[src/rtl/stage_fetch.sv]
// Fetch stage: Avalon-MM read master with one outstanding read, a one-word
// holding buffer for decode stalls, and redirect handling for EX branches.
module stage_fetch #(
  parameter logic [31:0] RESET_PC  = 32'h0000_0000,
  parameter logic [31:0] NOP_INSTR = 32'h0000_0000
) (
  input  logic        clk,
  input  logic        rst_n,
  input  logic        de_stall,
  input  logic        de_clear,
  input  logic        pc_redirect,
  input  logic [31:0] pc_target,
  output logic [31:0] avm_address,
  output logic        avm_read,
  input  logic        avm_waitrequest,
  input  logic [31:0] avm_readdata,
  input  logic        avm_readdatavalid,
  output logic [31:0] de_instr,
  output logic [31:0] de_pc,
  output logic [31:0] de_pc_plus4,
  output logic        de_valid
);
  typedef enum logic [1:0] {RST, REQ, WAIT, HOLD} state_t;

  state_t      state, state_nx;
  logic [31:0] req_addr, req_addr_nx;
  logic [31:0] tgt, tgt_nx;
  logic [31:0] hold_word, hold_word_nx;
  logic [31:0] handoff_word, redirect_addr;
  logic        discard, discard_nx;
  logic        handoff, go;

  assign redirect_addr = {pc_target[31:2], 2'b00};
  assign go            = !de_stall && !de_clear;
  assign avm_read      = (state == REQ);
  assign avm_address   = req_addr;

  always_ff @(posedge clk or negedge rst_n) begin
    if (!rst_n) begin
      state     <= RST;
      req_addr  <= RESET_PC;
      tgt       <= 32'd0;
      hold_word <= 32'd0;
      discard   <= 1'b0;
    end else begin
      state     <= state_nx;
      req_addr  <= req_addr_nx;
      tgt       <= tgt_nx;
      hold_word <= hold_word_nx;
      discard   <= discard_nx;
    end
  end

  // discard doubles as "a saved target is pending": both are always set together.
  always_comb begin
    state_nx     = state;
    req_addr_nx  = req_addr;
    tgt_nx       = tgt;
    hold_word_nx = hold_word;
    discard_nx   = discard;
    handoff      = 1'b0;
    handoff_word = hold_word;
    unique case (state)
      RST: begin
        state_nx = REQ;
        if (pc_redirect) req_addr_nx = redirect_addr;
      end
      REQ: begin
        if (pc_redirect) begin
          discard_nx = 1'b1;
          tgt_nx     = redirect_addr;
        end
        if (!avm_waitrequest) state_nx = WAIT;
      end
      WAIT: begin
        if (avm_readdatavalid) begin
          state_nx = REQ;
          if (pc_redirect) begin
            req_addr_nx = redirect_addr;
            discard_nx  = 1'b0;
          end else if (discard) begin
            req_addr_nx = tgt;
            discard_nx  = 1'b0;
          end else if (go) begin
            handoff      = 1'b1;
            handoff_word = avm_readdata;
            req_addr_nx  = req_addr + 32'd4;
          end else begin
            state_nx     = HOLD;
            hold_word_nx = avm_readdata;
          end
        end else if (pc_redirect) begin
          discard_nx = 1'b1;
          tgt_nx     = redirect_addr;
        end
      end
      HOLD: begin
        if (pc_redirect) begin
          state_nx    = REQ;
          req_addr_nx = redirect_addr;
        end else if (go) begin
          state_nx    = REQ;
          handoff     = 1'b1;
          req_addr_nx = req_addr + 32'd4;
        end
      end
    endcase
  end

  // Decode register: clear beats stall; an unstalled cycle without a handoff is a bubble.
  always_ff @(posedge clk or negedge rst_n) begin
    if (!rst_n) begin
      de_instr    <= NOP_INSTR;
      de_pc       <= 32'd0;
      de_pc_plus4 <= 32'd0;
      de_valid    <= 1'b0;
    end else if (de_clear || (!de_stall && !handoff)) begin
      de_instr    <= NOP_INSTR;
      de_pc       <= 32'd0;
      de_pc_plus4 <= 32'd0;
      de_valid    <= 1'b0;
    end else if (!de_stall) begin
      de_instr    <= handoff_word;
      de_pc       <= req_addr;
      de_pc_plus4 <= req_addr + 32'd4;
      de_valid    <= 1'b1;
    end
  end
endmodule

[config.mk]
export PLATFORM = sky130hd
export DESIGN_NAME = stage_fetch
export DESIGN_NICKNAME = d
export VERILOG_FILES = /design/src/rtl/stage_fetch.sv
export SDC_FILE = /design/constraint.sdc
export NUM_CORES = 1
export LEC_CHECK = 0
export BUFFER_PORTS_ARGS = -buffer_cell sky130_fd_sc_hd__buf_4
export CAP_MARGIN = 10
export CORE_MARGIN = 2
export CORE_UTILIZATION = 45
export DETAILED_ROUTE_END_ITERATION = 10
export GPL_ROUTABILITY_DRIVEN = 1
export GPL_TIMING_DRIVEN = 0
export PLACE_DENSITY_LB_ADDON = 0.08
export SLEW_MARGIN = 10
export SYNTH_ARGS = -nofsm -noshare
export SYNTH_HDL_FRONTEND = slang
export SYNTH_SLANG_ARGS = --single-unit
[constraint.sdc]
create_clock -name clk -period 3 [get_ports clk]
set_clock_uncertainty 0.15 [all_clocks]
set_input_delay 0.9 -clock clk [delete_from_list [all_inputs] [get_ports clk]]
set_output_delay 0.9 -clock clk [all_outputs]
set_load 0.01 [all_outputs]
==> impl_metrics.tcl, run 1 <==
set metrics [dict create \
    status "complete, no violations" \
    first_iter_violations 546 \
    cts_hold_buf 0 \
    timing.reg2reg.worst_path_depth 6 \
    drt-vias-per-instance 5.63 \
    yosysTopAreaCellShare 0.511 \
    synth.ff_latch_count 188 \
    synth_largest_area_cell "sky130_fd_sc_hd__dfrtp_1" \
    global_route_wire_length_before_repair_mm 42.2 \
    drt_first_pass_iters 6 \
    detailroute.wirelength.met2_mm 13.1 \
    path_max_fanout 10 \
    fill_cells 1830 \
    power.switching_mw 3.77 \
    setup-tns-final_ps 0 \
    synthTopCellsByArea "sky130_fd_sc_hd__dfrtp_1 (51%), sky130_fd_sc_hd__mux2_2 (7.7%), sky130_fd_sc_hd__a222oi_1 (3.5%), sky130_fd_sc_hd__nand2_1 (3.1%), sky130_fd_sc_hd__a22o_1 (3.0%)" \
    worst_ir_drop_vdd_mv 0.511 \
    number_of_enable_flip_flop_cells_after_synthesis 0 \
    floorplan.io_pins 201 \
    cp.arrival_ps 2920 \
    first_global_vias 7552 \
    placed_cells_incl_taps 1328 \
    worst_hold_path_type "input pin to async pin" \
    route.met3.wl_mm 2.21 \
    area.sequential_sq_mm 0.00470 \
    min_period_ps 2750 \
    coreArea_sq_mm 0.0202 \
    placed_area_sq_mm 0.0110 \
    seq_power_share 0.371 \
    async_reset_ff_frac 1.00 \
    antenna_left 0 \
    dieWidth_um 147 \
    critical_path.startpoint_type "register" \
    worstSkewPairLatency_ps 430 \
    sw_ratio 0.383 \
    finish.instance_area_sq_mm 0.0117 \
    crit_type "register to register" \
    fp.dieArea_sq_mm 0.0216 \
    total_power_mw 9.86 \
    end_kind "register" \
    place.port_buffers 192 \
    hpwlAfterDp_mm 19.1 \
    combPwrFrac 0.391 \
    wirelength_met1_mm 11.5 \
    antenna_cells_inserted 0 \
    leakagePower_nw 5.69 \
    tritoncts_clock_tree "yes" \
    clk_pin_slew_worst_paths_ps 70 \
    rows 52 \
    multi_input_comb_area_sq_mm 0.00395 \
    wl_per_cell_um 20.0 \
    resized_after_cts 0 \
    initial_core_util 0.457 \
    yosysWarningCount 0 \
    r2r-start "avm_address[2]$_DFFE_PN0P_" \
    vias 7649 \
    fin_hold_ws_ps 317 \
    post-cts-setup-buffer-count 0 \
    pwr-share-clk 0.239 \
    finalWirelength_mm 27.2 \
    required_ps 3170 \
    worst_slew_margin_rel 0.467 \
    capture_point_of_the_worst_path "avm_address[24]$_DFFE_PN0P_" \
    cts_inserted_buffers 17 \
    overflow 0 \
    numClockSinks 188 \
    fin_crit_sh 0.917 \
    timing.fmax_mhz 364 \
    power_density_mw_per_mm2 846 \
    ctsHtreeMaxLevel 4 \
    chipHeight_um 147 \
    worstReg2RegEnd "avm_address[24]$_DFFE_PN0P_" \
    tightestPinTransition_ps 800 \
    internal_power_mw 6.08 \
    final-hold-violation-count 0 \
    postSynth.topFlopCell "sky130_fd_sc_hd__dfrtp_1" \
    final-setup-viol-count 0 \
    avgSynthCellArea_sq_um 10.7 \
    synthesis.instances 860 \
    maxSlewViolCount 0 \
    timing.max_cap.violations 0 \
    drcViolationCount 0 \
    cts.root.buffer_cell "sky130_fd_sc_hd__clkbuf_16" \
    area_delta_synth_final_pct 26.4 \
    gr-usage-all-layers 0.252 \
    netlist_area_sq_mm 0.00922 \
    crit_start "avm_address[2]$_DFFE_PN0P_" \
    setup_slack_on_the_worst_flop_to_flop_path_ps 250 \
    routabilityCongestion 0.843 \
    grt_start_max_net_pins 102 \
    maxUsedRoutingLayer "met4" \
    stdcell_count 1359 \
    synth_cell_type_count 70 \
    ctsLongestPathBuffers 2 \
    ys_seq_area_frac 0.511 \
    nets 1154 \
    setup_repair_after_global_routing_missed_its_margin "false" \
    final_layout_size_suffix_gt1_frac 0.328 \
    grt_antenna_before_repair 0 \
]
[worst max-delay path, stage by stage (launching register included)]
cell                      delay [ps]
sky130_fd_sc_hd__dfrtp_1         570
sky130_fd_sc_hd__ha_1            370
sky130_fd_sc_hd__nand4_2         250
sky130_fd_sc_hd__nor4_4          590
sky130_fd_sc_hd__buf_6           230
sky130_fd_sc_hd__nand4_1         170
sky130_fd_sc_hd__o211a_1         300
[cell usage in the layout (no fill, tap or decap), types with 4 or more instances in the layout]
master | Yosys | final
sky130_fd_sc_hd__inv_1 | 36 | 36
sky130_fd_sc_hd__conb_1 | 1 | 6
sky130_fd_sc_hd__nand2_1 | 76 | 76
sky130_fd_sc_hd__buf_2 | 26 | 26
sky130_fd_sc_hd__nand4_1 | 15 | 15
sky130_fd_sc_hd__nor3_1 | 15 | 15
sky130_fd_sc_hd__a22o_1 | 32 | 32
sky130_fd_sc_hd__and3_1 | 15 | 15
sky130_fd_sc_hd__nor4_2 | 4 | 4
sky130_fd_sc_hd__dfrtp_1 | 188 | 188
sky130_fd_sc_hd__o22ai_1 | 9 | 9
sky130_fd_sc_hd__a21oi_1 | 30 | 30
sky130_fd_sc_hd__a22oi_1 | 4 | 4
sky130_fd_sc_hd__xor2_1 | 28 | 28
sky130_fd_sc_hd__clkbuf_1 | 37 | 37
sky130_fd_sc_hd__mux2_2 | 63 | 63
sky130_fd_sc_hd__nor2_1 | 20 | 20
sky130_fd_sc_hd__xnor2_1 | 13 | 13
sky130_fd_sc_hd__a211oi_1 | 4 | 4
sky130_fd_sc_hd__nor2b_1 | 4 | 4
sky130_fd_sc_hd__or3_1 | 7 | 7
sky130_fd_sc_hd__ha_1 | 6 | 6
sky130_fd_sc_hd__nand3_1 | 28 | 28
sky130_fd_sc_hd__clkbuf_16 | 0 | 17
sky130_fd_sc_hd__and2_1 | 5 | 5
sky130_fd_sc_hd__o21ai_1 | 26 | 26
sky130_fd_sc_hd__clkinv_2 | 0 | 4
sky130_fd_sc_hd__buf_4 | 18 | 209
sky130_fd_sc_hd__nand2b_1 | 4 | 4
sky130_fd_sc_hd__a222oi_1 | 32 | 32
sky130_fd_sc_hd__a31oi_1 | 8 | 8
sky130_fd_sc_hd__o21ai_0 | 46 | 46
sky130_fd_sc_hd__buf_6 | 4 | 4
[registers in the layout, summed over array words and instances, names as in the netlist]
| name | count |
|---|---|
| tgt | 30 |
| hold_word | 32 |
| de_pc_plus4 | 30 |
| de_pc | 30 |
| de_valid | 1 |
| state | 2 |
| discard | 1 |
| de_instr | 32 |
| avm_address | 30 |
[how the worst min path moves through the flow]
stage / cells past startpoint / to / start / slack (ps)
floorplan: 2 / de_instr[0]$_DFFE_PN0P_ / hold_word[0]$_DFFE_PN0P_ / 300
global placement: 2 / de_instr[21]$_DFFE_PN0P_ / hold_word[21]$_DFFE_PN0P_ / 310
detailed placement: 2 / de_instr[11]$_DFFE_PN0P_ / hold_word[11]$_DFFE_PN0P_ / 310
CTS: 2 / de_instr[20]$_DFFE_PN0P_ / hold_word[20]$_DFFE_PN0P_ / 330
global route: 2 / de_instr[28]$_DFFE_PN0P_ / hold_word[28]$_DFFE_PN0P_ / 360
finish: 1 / de_pc[11]$_DFFE_PN0P_ / rst_n / 320
[synth_stat cells, drive strengths merged, types with 3 or more instances]
library cell,number
a222oi,32
or3,7
a21oi,30
inv,36
a22oi,4
nand3,32
and3,15
o21ai,72
a22o,32
nand4,18
a31oi,8
dfrtp,188
nor3,18
buf,48
nor2b,4
a211oi,6
mux2,63
xor2,28
ha,6
clkbuf,37
xnor2,13
nand2b,4
nand2,76
o22ai,9
and2,5
nor2,20
and4,3
nor4,9
[layout make-up]
| class | count | share of cell area |
|---|---|---|
| buffer | 85 | 0.0386 |
| inverter | 36 | 0.0116 |
| timing repair buffer | 193 | 0.127 |
| sequential | 188 | 0.404 |
| multi-input combinational | 556 | 0.339 |
| tap | 270 | 0.0290 |
| clock inverter | 13 | 0.0141 |
| clock buffer | 18 | 0.0377 |
[metrics by stage]
stage / worst slack, ps / utilization
after floorplan: 626 / -
after global placement: -459 / 0.546
after detailed placement: -57.2 / 0.548
after CTS: 295 / 0.578
after global routing: 117 / 0.578
final: 249 / 0.578
[power by group through the flow]
stage	Sequential [mW]	Clock, mW	Combinational, mW
finish	3.65	2.35	3.85
global route	3.72	2.52	4.17
CTS	3.64	2.40	3.83
detailed placement	3.68	0	3.82
global placement	3.67	0	3.76
floorplan	3.66	0	2.38
[cell families (layout without fill, tap and decap cells)]
logic type                 count (synthesis)  in the layout  share of synthesized area
buffers and inverters                    121            345                     0.0634
AOI/OAI and AO/OA                        221            221                      0.169
adders and majority gates                  6              6                    0.00815
muxes                                     65             65                     0.0792
xor gates and xnor gates                  41             41                     0.0390
and+or+nand+nor                          217            217                      0.130
other                                      1              6                   0.000407
DFF                                      188            188                      0.511
[layer usage]
layer / GRT usage / vias to the layer above
li1: - / 3548
met1: 0.339 / 3749
met2: 0.409 / 320
met3: 0.0609 / 32
met4: 0.0745 / 0
met5: 0 / -
No activity file was read; power rests on OpenSTA's default activity.
==> inputs of run 2 (changes only) <==
Settings changed: CORE_MARGIN 2 to not set.
==> impl_metrics.tcl, run 2 (synthesized netlist as in run 1, its figures left out) <==
set metrics [dict create \
    worstSkewPairLatency_ps 430 \
    setup_repair_after_global_routing_missed_its_margin "false" \
    final-hold-violation-count 0 \
    drcViolationCount 0 \
    mostFrequentLayoutCells "sky130_fd_sc_hd__buf_4 (209), sky130_fd_sc_hd__dfrtp_1 (188), sky130_fd_sc_hd__nand2_1 (76)" \
    cts_hold_buf 0 \
    finalWirelength_mm 26.9 \
    chipHeight_um 145 \
    top_flop_regs "de_instr x32, hold_word x32" \
    grt_antenna_before_repair 0 \
    area.sequential_sq_mm 0.00470 \
    timing.fmax_mhz 357 \
    nets 1154 \
    rows 51 \
    fill_cells 1787 \
    end_kind "register" \
    crit_start "state[0]$_DFFE_PN0P_" \
    timing.reg2reg.worst_path_depth 7 \
    power.switching_mw 3.75 \
    seq_power_share 0.369 \
    routabilityCongestion 0.857 \
    capture_point_of_the_worst_path "avm_address[21]$_DFFE_PN0P_" \
    coreArea_sq_mm 0.0198 \
    worst_slew_margin_rel 0.487 \
    critical_path.startpoint_type "register" \
    vias 7660 \
    final_layout_size_suffix_gt1_frac 0.328 \
    global_route_wire_length_before_repair_mm 42.7 \
    worst_hold_path_type "input pin to async pin" \
    antenna_left 0 \
    power_density_mw_per_mm2 848 \
    stdcell_count 1355 \
    combPwrFrac 0.388 \
    pwr-share-clk 0.244 \
    ctsLongestPathBuffers 2 \
    cts_inserted_buffers 17 \
    gr-usage-all-layers 0.260 \
    area_delta_synth_final_pct 26.6 \
    layout.cells.most_common "sky130_fd_sc_hd__buf_4" \
    grt_start_max_net_pins 96 \
    cts.root.buffer_cell "sky130_fd_sc_hd__clkbuf_16" \
    final-setup-viol-count 0 \
    finish.instance_area_sq_mm 0.0117 \
    fin_crit_sh 0.934 \
    overflow 0 \
    status "complete, no violations" \
    numClockSinks 188 \
    placed_area_sq_mm 0.0110 \
    hpwlAfterDp_mm 18.8 \
    fp.dieArea_sq_mm 0.0211 \
    path_max_fanout 10 \
    initial_core_util 0.466 \
    antenna_cells_inserted 0 \
    drt_first_pass_iters 7 \
    setup_slack_on_the_worst_flop_to_flop_path_ps 200 \
    r2r-start "state[0]$_DFFE_PN0P_" \
    resized_after_cts 0 \
    tritoncts_clock_tree "yes" \
    post-cts-setup-buffer-count 0 \
    ctsHtreeMaxLevel 4 \
    placed_cells_incl_taps 1323 \
    drt-vias-per-instance 5.65 \
    layout.core_utilization 0.590 \
    dieWidth_um 145 \
    place.port_buffers 192 \
    sw_ratio 0.379 \
    tightestPinTransition_ps 769 \
    worstReg2RegEnd "avm_address[21]$_DFFE_PN0P_" \
    cp.arrival_ps 2950 \
    multi_input_comb_area_sq_mm 0.00395 \
    leakagePower_nw 5.69 \
    clk_pin_slew_worst_paths_ps 70 \
    worst_ir_drop_vdd_mv 0.424 \
    timing.max_cap.violations 0 \
    wl_per_cell_um 19.8 \
    first_global_vias 7538 \
    floorplan.io_pins 201 \
    first_iter_violations 664 \
    maxSlewViolCount 0 \
    total_power_mw 9.89 \
    crit_type "register to register" \
    min_period_ps 2800 \
    required_ps 3140 \
    internal_power_mw 6.13 \
]
-- run 2: changes by cell type in the layout (fill, tap and decap cells not counted), sizes merged --
cell	change
clkinv	-1
clkbuf	+2
-- run 2: worst min path at each step --
stage	startpoint	end	slack, ps	cells after the start
final	rst_n	de_pc[12]$_DFFE_PN0P_	320	1
after global routing	hold_word[19]$_DFFE_PN0P_	de_instr[19]$_DFFE_PN0P_	340	2
after CTS	hold_word[19]$_DFFE_PN0P_	de_instr[19]$_DFFE_PN0P_	330	2
after detailed placement	de_valid$_DFFE_PN0P_	de_valid$_DFFE_PN0P_	320	2
after global placement	hold_word[18]$_DFFE_PN0P_	de_instr[18]$_DFFE_PN0P_	310	2
after floorplan	hold_word[0]$_DFFE_PN0P_	de_instr[0]$_DFFE_PN0P_	300	2
-- run 2: final cells by class --
cell class | instances | share of cell area
tap | 265 | 0.0284
clock buffer | 20 | 0.0400
timing repair buffer | 193 | 0.127
inverter | 36 | 0.0116
buffer | 85 | 0.0385
multi-input combinational | 556 | 0.338
sequential | 188 | 0.403
clock inverter | 12 | 0.0134
-- run 2: critical path, stage by stage (launching register included) --
cell                       delay, ps
sky130_fd_sc_hd__dfrtp_1         430
sky130_fd_sc_hd__inv_1           100
sky130_fd_sc_hd__ha_1            300
sky130_fd_sc_hd__o21ba_1         320
sky130_fd_sc_hd__buf_2           320
sky130_fd_sc_hd__clkbuf_1        520
sky130_fd_sc_hd__o21ai_0         140
sky130_fd_sc_hd__o31ai_1         410
-- run 2: stage by stage --
stage	hold slack [ps]	TNS, ps	worst slack (ps)
final	315	0	197
after global routing	344	0	76.5
after CTS	330	0	242
after detailed placement	316	-327	-104
after global placement	306	-83170	-454
after floorplan	300	0	626
-- run 2: power groups by stage --
stage	combinational, mW	sequential, mW	clock, mW
2_1_floorplan	2.38	3.66	0
3_5_place_dp	3.79	3.68	0
3_3_place_gp	3.75	3.67	0
6_report	3.83	3.65	2.41
5_1_grt	4.16	3.73	2.52
4_1_cts	3.81	3.64	2.45
-- run 2: routing by layer --
| metal | global-route usage | part of all wire | vias up | wire length [um] |
|---|---|---|---|---|
| met2 | 0.413 | 0.48 | 301 | 12800 |
| met5 | 0 | 0 | - | 0 |
| met4 | 0.0921 | 0.018 | 0 | 497 |
| met1 | 0.346 | 0.42 | 3748 | 11400 |
| li1 | - | - | 3581 | - |
| met3 | 0.0642 | 0.080 | 30 | 2150 |
